`config.mk`:
```
export PLATFORM = sky130hd
export DESIGN_NAME = lcd_nibble_writer
export DESIGN_NICKNAME = d
export VERILOG_FILES = /design/src/rtl/lcd_pkg.sv /design/src/rtl/lcd_delay_counter.sv /design/src/rtl/lcd_nibble_writer.sv
export SDC_FILE = /design/constraint.sdc
export NUM_CORES = 1
export LEC_CHECK = 0
export BUFFER_PORTS_ARGS = -buffer_cell sky130_fd_sc_hd__clkbuf_2
export CAP_MARGIN = 10
export CORE_MARGIN = 2
export CORE_UTILIZATION = 24
export DETAILED_ROUTE_END_ITERATION = 10
export GPL_ROUTABILITY_DRIVEN = 0
export GPL_TIMING_DRIVEN = 1
export PLACE_DENSITY = 0.42
export SLEW_MARGIN = 30
export SYNTH_ARGS = -nofsm -noshare
export SYNTH_HDL_FRONTEND = slang
export SYNTH_HIERARCHICAL = 1
export SYNTH_SLANG_ARGS = --single-unit
```
`constraint.sdc`:
```
create_clock -name qzt_clk -period 3.4 [get_ports qzt_clk]
set_input_delay 0.17 -clock qzt_clk [delete_from_list [all_inputs] [get_ports qzt_clk]]
set_output_delay 0.17 -clock qzt_clk [all_outputs]
set_load 0.005 [all_outputs]
```
`src/rtl/lcd_pkg.sv`:
```
`default_nettype none
// lcd_pkg: shared state encoding, default HD44780 timing counts and command codes.
// LCD_INIT_SEQ_EN adds the power-on init states and the init-sequence ROM.
package lcd_pkg;

    localparam int CNT_W = 20;

    localparam int DEF_SETUP_CYC        = 2;
    localparam int DEF_E_HIGH_CYC       = 12;
    localparam int DEF_NIB_GAP_CYC      = 50;
    localparam int DEF_CHAR_WAIT_CYC    = 2000;
    localparam int DEF_CLEAR_WAIT_CYC   = 82000;
    localparam int DEF_POWERON_WAIT_CYC = 750000;

    // Waits after the first two 0x3 wake-up nibbles of the 4-bit init handshake
    localparam int INIT_WAIT_LONG_CYC  = 205000;
    localparam int INIT_WAIT_SHORT_CYC = 5000;

    localparam logic [7:0] CMD_CLEAR     = 8'h01;
    localparam logic [7:0] CMD_HOME      = 8'h02;
    localparam logic [7:0] CMD_FUNC_4BIT = 8'h28;
    localparam logic [7:0] CMD_ENTRY     = 8'h06;
    localparam logic [7:0] CMD_DISP_ON   = 8'h0C;

    typedef enum logic [3:0] {
        RESET_WAIT = 4'd0,
        IDLE       = 4'd1,
        SETUP      = 4'd2,
        PULSE      = 4'd3,
        GAP        = 4'd4,
        EXEC_WAIT  = 4'd5
`ifdef LCD_INIT_SEQ_EN
        ,
        INIT_WAIT  = 4'd6,
        INIT_NIB   = 4'd7
`endif
    } state_t;

    typedef enum logic [1:0] {
        WAIT_CHAR  = 2'd0,
        WAIT_CLEAR = 2'd1,
        WAIT_LONG  = 2'd2,
        WAIT_SHORT = 2'd3
    } wait_sel_t;

    typedef struct packed {
        logic       is_nibble;
        logic [7:0] cmd;
        wait_sel_t  wait_sel;
    } init_entry_t;

    function automatic wait_sel_t byte_wait_sel(input logic rs, input logic [7:0] cmd);
        byte_wait_sel = (!rs && (cmd == CMD_CLEAR || cmd == CMD_HOME)) ? WAIT_CLEAR : WAIT_CHAR;
    endfunction

`ifdef LCD_INIT_SEQ_EN
    // Nibble entries send only cmd[7:4]
    function automatic init_entry_t init_rom(input logic [2:0] step);
        init_rom = '0;
        case (step)
            3'd0: init_rom = '{1'b1, 8'h30,         WAIT_LONG};
            3'd1: init_rom = '{1'b1, 8'h30,         WAIT_SHORT};
            3'd2: init_rom = '{1'b1, 8'h30,         WAIT_CHAR};
            3'd3: init_rom = '{1'b1, 8'h20,         WAIT_CHAR};
            3'd4: init_rom = '{1'b0, CMD_FUNC_4BIT, WAIT_CHAR};
            3'd5: init_rom = '{1'b0, CMD_ENTRY,     WAIT_CHAR};
            3'd6: init_rom = '{1'b0, CMD_DISP_ON,   WAIT_CHAR};
            3'd7: init_rom = '{1'b0, CMD_CLEAR,     WAIT_CLEAR};
        endcase
    endfunction
`endif

endpackage : lcd_pkg
`default_nettype wire

```
`src/rtl/lcd_delay_counter.sv`:
```
`default_nettype none
// lcd_delay_counter: loadable down-counter that parks at zero; done flags the last cycle of a wait.
module lcd_delay_counter #(
    parameter int               WIDTH   = 20,
    parameter logic [WIDTH-1:0] RST_VAL = '0
) (
    input  logic             clk,
    input  logic             rst_n,
    input  logic             load,
    input  logic [WIDTH-1:0] load_val,
    output logic             done
);

    logic [WIDTH-1:0] count;

    always_ff @(posedge clk or negedge rst_n) begin
        if (!rst_n) begin
            count <= RST_VAL;
        end else if (load) begin
            count <= load_val;
        end else if (count != '0) begin
            count <= count - WIDTH'(1);
        end
    end

    assign done = (count == '0);

endmodule : lcd_delay_counter
`default_nettype wire

```
`src/rtl/lcd_nibble_writer.sv`:
```
`default_nettype none
// lcd_nibble_writer: byte-to-nibble HD44780 4-bit transmitter with RS/E/DB timing.
// Define LCD_INIT_SEQ_EN to run the power-on init sequence on chip before accepting bytes.
module lcd_nibble_writer
    import lcd_pkg::*;
#(
    parameter int SETUP_CYC        = DEF_SETUP_CYC,
    parameter int E_HIGH_CYC       = DEF_E_HIGH_CYC,
    parameter int NIB_GAP_CYC      = DEF_NIB_GAP_CYC,
    parameter int CHAR_WAIT_CYC    = DEF_CHAR_WAIT_CYC,
    parameter int CLEAR_WAIT_CYC   = DEF_CLEAR_WAIT_CYC,
    parameter int POWERON_WAIT_CYC = DEF_POWERON_WAIT_CYC
) (
    input  logic       qzt_clk,
    input  logic       reset,
    input  logic       in_valid,
    input  logic       in_rs,
    input  logic [7:0] in_byte,
    output logic       in_ready,
    output logic       lcd_rs,
    output logic       lcd_e,
    output logic [3:0] lcd_data,
    output logic       init_done
);

`ifdef LCD_INIT_SEQ_EN
    localparam logic [CNT_W-1:0] BOOT_VAL = CNT_W'(POWERON_WAIT_CYC - 1);
`else
    // Two edges after release: count 1 -> 0, then leave RESET_WAIT
    localparam logic [CNT_W-1:0] BOOT_VAL = CNT_W'(1);
`endif

    state_t     state;
    logic [3:0] lo_nib;
    logic       lo_phase;
    logic       single_nib;
    wait_sel_t  wait_sel_q;

    logic             accept;
    logic             cnt_load;
    logic [CNT_W-1:0] cnt_val;
    logic             cnt_done;

`ifdef LCD_INIT_SEQ_EN
    logic [2:0]  step;
    init_entry_t rom_entry;
    assign rom_entry = init_rom(step);
`endif

    assign accept = in_valid && in_ready;

    function automatic logic [CNT_W-1:0] wait_len(input wait_sel_t sel);
        case (sel)
            WAIT_CLEAR: wait_len = CNT_W'(CLEAR_WAIT_CYC - 1);
            WAIT_LONG:  wait_len = CNT_W'(INIT_WAIT_LONG_CYC - 1);
            WAIT_SHORT: wait_len = CNT_W'(INIT_WAIT_SHORT_CYC - 1);
            default:    wait_len = CNT_W'(CHAR_WAIT_CYC - 1);
        endcase
    endfunction

    // Counter is reloaded with (length-1) of the state being entered on every transition
    always_comb begin
        cnt_load = 1'b0;
        cnt_val  = '0;
        case (state)
            IDLE: begin
                cnt_load = accept;
                cnt_val  = CNT_W'(SETUP_CYC - 1);
            end
            SETUP: begin
                cnt_load = cnt_done;
                cnt_val  = CNT_W'(E_HIGH_CYC - 1);
            end
            PULSE: begin
                cnt_load = cnt_done;
                cnt_val  = CNT_W'(NIB_GAP_CYC - 1);
            end
            GAP: begin
                cnt_load = cnt_done;
                cnt_val  = (!lo_phase && !single_nib) ? CNT_W'(SETUP_CYC - 1) : wait_len(wait_sel_q);
            end
`ifdef LCD_INIT_SEQ_EN
            INIT_NIB: begin
                cnt_load = 1'b1;
                cnt_val  = CNT_W'(SETUP_CYC - 1);
            end
`endif
            default: begin
                cnt_load = cnt_done;
                cnt_val  = '0;
            end
        endcase
    end

    lcd_delay_counter #(
        .WIDTH   (CNT_W),
        .RST_VAL (BOOT_VAL)
    ) u_delay (
        .clk      (qzt_clk),
        .rst_n    (reset),
        .load     (cnt_load),
        .load_val (cnt_val),
        .done     (cnt_done)
    );

    always_ff @(posedge qzt_clk or negedge reset) begin
        if (!reset) begin
            state      <= RESET_WAIT;
            lcd_e      <= 1'b0;
            lcd_rs     <= 1'b0;
            lcd_data   <= 4'h0;
            in_ready   <= 1'b0;
            init_done  <= 1'b0;
            lo_nib     <= 4'h0;
            lo_phase   <= 1'b0;
            single_nib <= 1'b0;
            wait_sel_q <= WAIT_CHAR;
`ifdef LCD_INIT_SEQ_EN
            step       <= 3'd0;
`endif
        end else begin
            case (state)
                RESET_WAIT: begin
                    if (cnt_done) begin
`ifdef LCD_INIT_SEQ_EN
                        state     <= INIT_NIB;
`else
                        state     <= IDLE;
                        init_done <= 1'b1;
                        in_ready  <= 1'b1;
`endif
                    end
                end
                IDLE: begin
                    if (accept) begin
                        lcd_rs     <= in_rs;
                        lcd_data   <= in_byte[7:4];
                        lo_nib     <= in_byte[3:0];
                        lo_phase   <= 1'b0;
                        single_nib <= 1'b0;
                        wait_sel_q <= byte_wait_sel(in_rs, in_byte);
                        in_ready   <= 1'b0;
                        state      <= SETUP;
                    end
                end
                SETUP: begin
                    if (cnt_done) begin
                        lcd_e <= 1'b1;
                        state <= PULSE;
                    end
                end
                PULSE: begin
                    if (cnt_done) begin
                        lcd_e <= 1'b0;
                        state <= GAP;
                    end
                end
                GAP: begin
                    if (cnt_done) begin
                        if (!lo_phase && !single_nib) begin
                            lo_phase <= 1'b1;
                            lcd_data <= lo_nib;
                            state    <= SETUP;
                        end else begin
`ifdef LCD_INIT_SEQ_EN
                            state <= init_done ? EXEC_WAIT : INIT_WAIT;
`else
                            state <= EXEC_WAIT;
`endif
                        end
                    end
                end
                EXEC_WAIT: begin
                    if (cnt_done) begin
                        in_ready <= 1'b1;
                        state    <= IDLE;
                    end
                end
`ifdef LCD_INIT_SEQ_EN
                INIT_WAIT: begin
                    if (cnt_done) begin
                        if (step == 3'd7) begin
                            init_done <= 1'b1;
                            in_ready  <= 1'b1;
                            state     <= IDLE;
                        end else begin
                            step  <= step + 3'd1;
                            state <= INIT_NIB;
                        end
                    end
                end
                INIT_NIB: begin
                    lcd_rs     <= 1'b0;
                    lcd_data   <= rom_entry.cmd[7:4];
                    lo_nib     <= rom_entry.cmd[3:0];
                    lo_phase   <= 1'b0;
                    single_nib <= rom_entry.is_nibble;
                    wait_sel_q <= rom_entry.wait_sel;
                    state      <= SETUP;
                end
`endif
                default: begin
                    state <= RESET_WAIT;
                end
            endcase
        end
    end

endmodule : lcd_nibble_writer
`default_nettype wire
```
Word-level counts from Yosys, hierarchy flattened
Cells that the tools add are included.

cells by class
  add/subtract/negate cells = 1
  equality and inequality tests = 16
  mux-type cells = 26
  reductions and logical operators = 19

operators by type and width
  cell                     count
  $pmux W20 S4             1
  $mux W20                 3
  $pmux W18 S3             1
  $mux W4                  8
  $logic_not A20 Y1        1
  $pmux W4 S5              1
  $reduce_bool A20 Y1      1
  $sub A20 B1 Y20 const B  1
  $ne A2 B2 Y1 const B     5
  $eq A4 B2 Y1 const B     2
  $eq A4 B3 Y1 const B     2
  $eq A8 B1 Y1 const B     1
  $eq A8 B2 Y1 const B     1
  $pmux W4 S2              1
  $reduce_bool A2 Y1       4
  $mux W1                  7
  $pmux W1 S2              3
  $reduce_and A3 Y1        2
  $reduce_and A5 Y1        1
  $eq A2 B2 Y1 const B     2
  $eq A4 B1 Y1 const B     1
  $logic_not A4 Y1         1
  $reduce_and A2 Y1        2
  $reduce_and A4 Y1        1
  other kinds (7)          9

word-level totals
  bits in registers = 39
  input bits = 12
  output and inout port bits = 8
  word-level logic and storage cells = 72

Longest topological paths before layout
  depth in word-level cells = 5
  gate-level depth with buffers = 11
  gate-level depth less buffers = 9

Cells and area by module
The synthesis kept the hierarchy.

by module, submodules not included
  module             instances  cells each  area an instance (µm²)  seq. area each (µm²)
  lcd_delay_counter  1          123         1203.7                  501.7
  lcd_nibble_writer  1          83          945.9                   425.4

Worst setup path after synthesis
OpenSTA, ideal clock, no wires.

  path kind = reg2reg
  start = register u_delay.count[17]
  end = register u_delay.count[3]
  library setup time = 125 ps
  arrival time = 2451 ps
  data required time = 3275 ps
  path slack = 824 ps
  cell stages (with the launch flop) = 9
  buffers on the path = 2
  clock period less this slack = 2576 ps
  cells stage by stage = dfrtp_1 > or3_1 > or4_4 > nor2_8 > buf_2 > nand2_1 > nand2_1 > clkbuf_1 > mux2_2

between the ends
  longest elaborated chain between the ends = 3
  elaborated cells between the ends (all ways) = 5
  classes of those cells = 2 x mux; 3 x reduce/logical

RTL lines
  element                                                RTL line                 RTL
  from (decl)                                            lcd_delay_counter.sv:14  logic [WIDTH-1:0] count;
  from (signal assigned)                                 lcd_delay_counter.sv:20  count <= load_val;
  from (signal assigned)                                 lcd_delay_counter.sv:22  count <= count - WIDTH'(1);
  $logic_not A20 Y1 *                                    lcd_delay_counter.sv:26  assign done = (count == '0);
  via cnt_done                                           lcd_nibble_writer.sv:42  logic cnt_done;
  $mux W1 *                                              lcd_nibble_writer.sv:65  case (state)
  via cnt_load                                           lcd_nibble_writer.sv:40  logic cnt_load;
  $mux W20 / $reduce_bool A2 Y1 (equally long branches)  -

The timed path passes the listed nets; every way through them passes the cells marked *.
A chain may end at the register's enable or synchronous reset.

Worst setup path after layout
  start = register u_delay.count[17]
  end = register u_delay.count[13]

The elaborated chain is that of the path after synthesis.

==> impl_metrics.toml <==
[synthesis]
synthArstFlopShare_pct = 100
syn_inst = 206
ys.flop_type = "dfrtp_1"
yosys.area.top_type_share_pct = 41.9
synth_top_family_by_area = "simple AND/OR/NAND/NOR gates"
ys_warn_count = 6
synth_edf_count = 0
ys_types = 53
synth_compound_area_share_pct = 13.3
ys_seq_area_share_pct = 43.1
synthSimpleGateAreaFrac_pct = 21.0
synthAdderAreaFrac_pct = 1.16
synth_area_per_cell_um2 = 10.4
synthXorXnorAreaFrac_pct = 7.33
synthTopCellsByArea = "dfrtp_1 (42%), nand2_1 (4.5%), mux2_2 (4.2%)"
synth_area_mm2 = 0.00215
ys_seq_elements = 37
post-synth-top-area-cell = "dfrtp_1"
synth_mux_area_share_pct = 9.55

[die]
start_util_pct = 24.6
rows = 34
die_w_um = 98.6
ios = 20
core_area_mm2 = 0.00872
dieArea_mm2 = 0.00973
die-height_um = 98.6

[sta]
final-hold-violation-count = 0
clock_skew_ns = 0.00758
post-route-period-util_pct = 77.6
hold_slack_ns = 0.132
drv_slew = 0
max-slew-margin-rel_pct = 65.3
fmax_ghz = 0.379
rsz0062_at_grt = "false"
worstMarginPinSlew_ns = 0.520
period_minus_slack_ns = 2.64
final-setup-viol-count = 0
finalWorstSetupSlack_ns = 0.761
fin_setup_tns_ns = 0

[job]
drv_cap = 0

[critical_path]
worstPathMaxFanout = 18
critPathLaunchType = "flop"
required_ns = 3.57
crit_type = "reg2reg"
cp.arrival_ns = 2.81
end_kind = "flop"

[final_layout]
instances_no_fill = 338
syn_to_final_growth_pct = 14.0
drive_gt1_share_pct = 28.3
final_common_cell = "dfrtp_1"
layout_common_cells = "dfrtp_1 (36), nand2_1 (26), clkbuf_2 (18), xnor2_1 (10), o21ai_0 (10)"
fill_cells = 920
antenna_cells = 0
nets = 243
finish.utilization_pct = 28.1

[cts]
cts_tree = "built"
cts.path.max_buffers = 2
clk_pin_slew_ns = 0.08
cts_setup_buffers = 0
cts_made_buffers = 5
cts_sinks = 37
htreeDepth = 2
clk_latency_ns = 0.29
root_buffer = "clkbuf_8"
cts_resized = 0

[global_route]
antenna_found_initial = 0
grtUsageMet1_pct = 13.9
grt-busiest-layer = "met2"
overflow = 0
grt_pass1_wl_um = 7640
use_met3_pct = 2.55
grt_pass1_vias = 1492
grt_max_degree = 38
grtUsageMet2_pct = 15.0
grt.total_usage_pct = 9.86

[placed_design]
port_buffers = 19
hpwl_um = 3150
dp_slack_ns = 0.726
dp.cells = 329

[route]
vias = 1532
drtPass1Iterations = 4
drc = 0
drt-initial-drc-count = 43
wl_per_cell_um = 13.0
vias_per_cell = 4.53
wirelength_um = 4390
ant_nets = 0

[power_and_ir_drop]
powerDensity_mw_per_mm2 = 404
ir_worst_vdd_mv = 0.130
leakagePower_uw = 0.00100

[worst_hold_path]
hp-class = "in2reg"

[run_status]
outcome = "finished clean"
what timing repair did:
action | CTS | global route
hold endpoints to repair | 36 | 0
hold buffers | 1 | 0
setup endpoints to repair | 0 | 0
cell families (layout without fill, tap and decap cells):
kind of cell               after synthesis  count (layout)
AOI/OAI and AO/OA                       41              41
other                                    1               7
DFF                                     37              37
xor gates and xnor gates                18              18
and+or+nand+nor                         72              72
muxes                                   17              17
adders and majority gates                2               2
buffers and inverters                   18              36
Yosys cell counts, types with 2 or more instances:
master and number:
a31oi_1 3, mux2_2 8, inv_1 7, xnor2_1 10, nor4_1 4, mux2_1 4
o21ai_2 9, buf_2 3, or4_4 2, a21o_1 2, or3_1 2, nand2_1 26
a21oi_1 3, buf_6 3, o21ai_1 3, ha_1 2, mux2_4 4, nor2_1 9
or4_1 2, xor2_1 8, o31ai_1 5, o21ai_0 10, dfrtp_1 36, nor2b_1 2
nand3_1 2, nor3_1 6, clkbuf_1 5
metrics by stage:
step | power (uW) | cell area [um2]
5_1_grt | 1060 | 2450
3_5_place_dp | 692 | 2360
4_1_cts | 1010 | 2450
3_3_place_gp | 693 | 2350
6_report | 989 | 2450
2_1_floorplan | 639 | 2170
final timing paths:
check | startpoint | to | slack [ns] | depth (start not counted)
worst max-delay path | u_delay/count[17] | u_delay/count[13] | 0.76 | 7
worst min-delay path | in_byte[0] | lo_nib[0] | 0.13 | 2
worst max register to register | u_delay/count[17] | u_delay/count[13] | 0.76 | 7
worst min register to register | init_done | init_done | 0.47 | 1
max in group asynchronous | reset | u_delay/count[0] | 2.63 | 2
min in group asynchronous | reset | init_done | 0.41 | 2
registers in the layout, indices dropped and copies added (netlist names):
register,count
u_delay/count,20
lcd_data,4
in_ready,1
lo_phase,1
state,3
wait_sel_q,1
lo_nib,4
lcd_rs,1
lcd_e,1
init_done,1
layer usage:
metal,vias to the layer above,part of all wire (%)
met5,-,0
met4,0,0.71
met3,4,3.8
met2,35,45
met1,733,50
li1,760,-
worst max-delay path, stage by stage (launching register included):
cell and delay [ns]:
dfrtp_1 0.40, or3_1 0.39, or4_4 0.55, nor2_8 0.27, nand2_1 0.08, nand2_1 0.33
or2_2 0.38, o21ai_2 0.10
area by class of cell:
class,count,area (um2),area share (%)
timing repair buffer,21,128,5.21
clock buffer,6,72.6,2.96
multi-input combinational,157,1150,47.0
clock inverter,2,10.0,0.409
sequential,37,927,37.8
tap,108,135,5.52
inverter,7,26.3,1.07
report_power, final:
| part | internal, uW | total, uW | switching [uW] |
|---|---|---|---|
| logic | 69.4 | 130 | 60.4 |
| clock network | 142 | 306 | 164 |
| registers | 492 | 553 | 60.6 |
No activity file was read; power rests on OpenSTA's default activity.
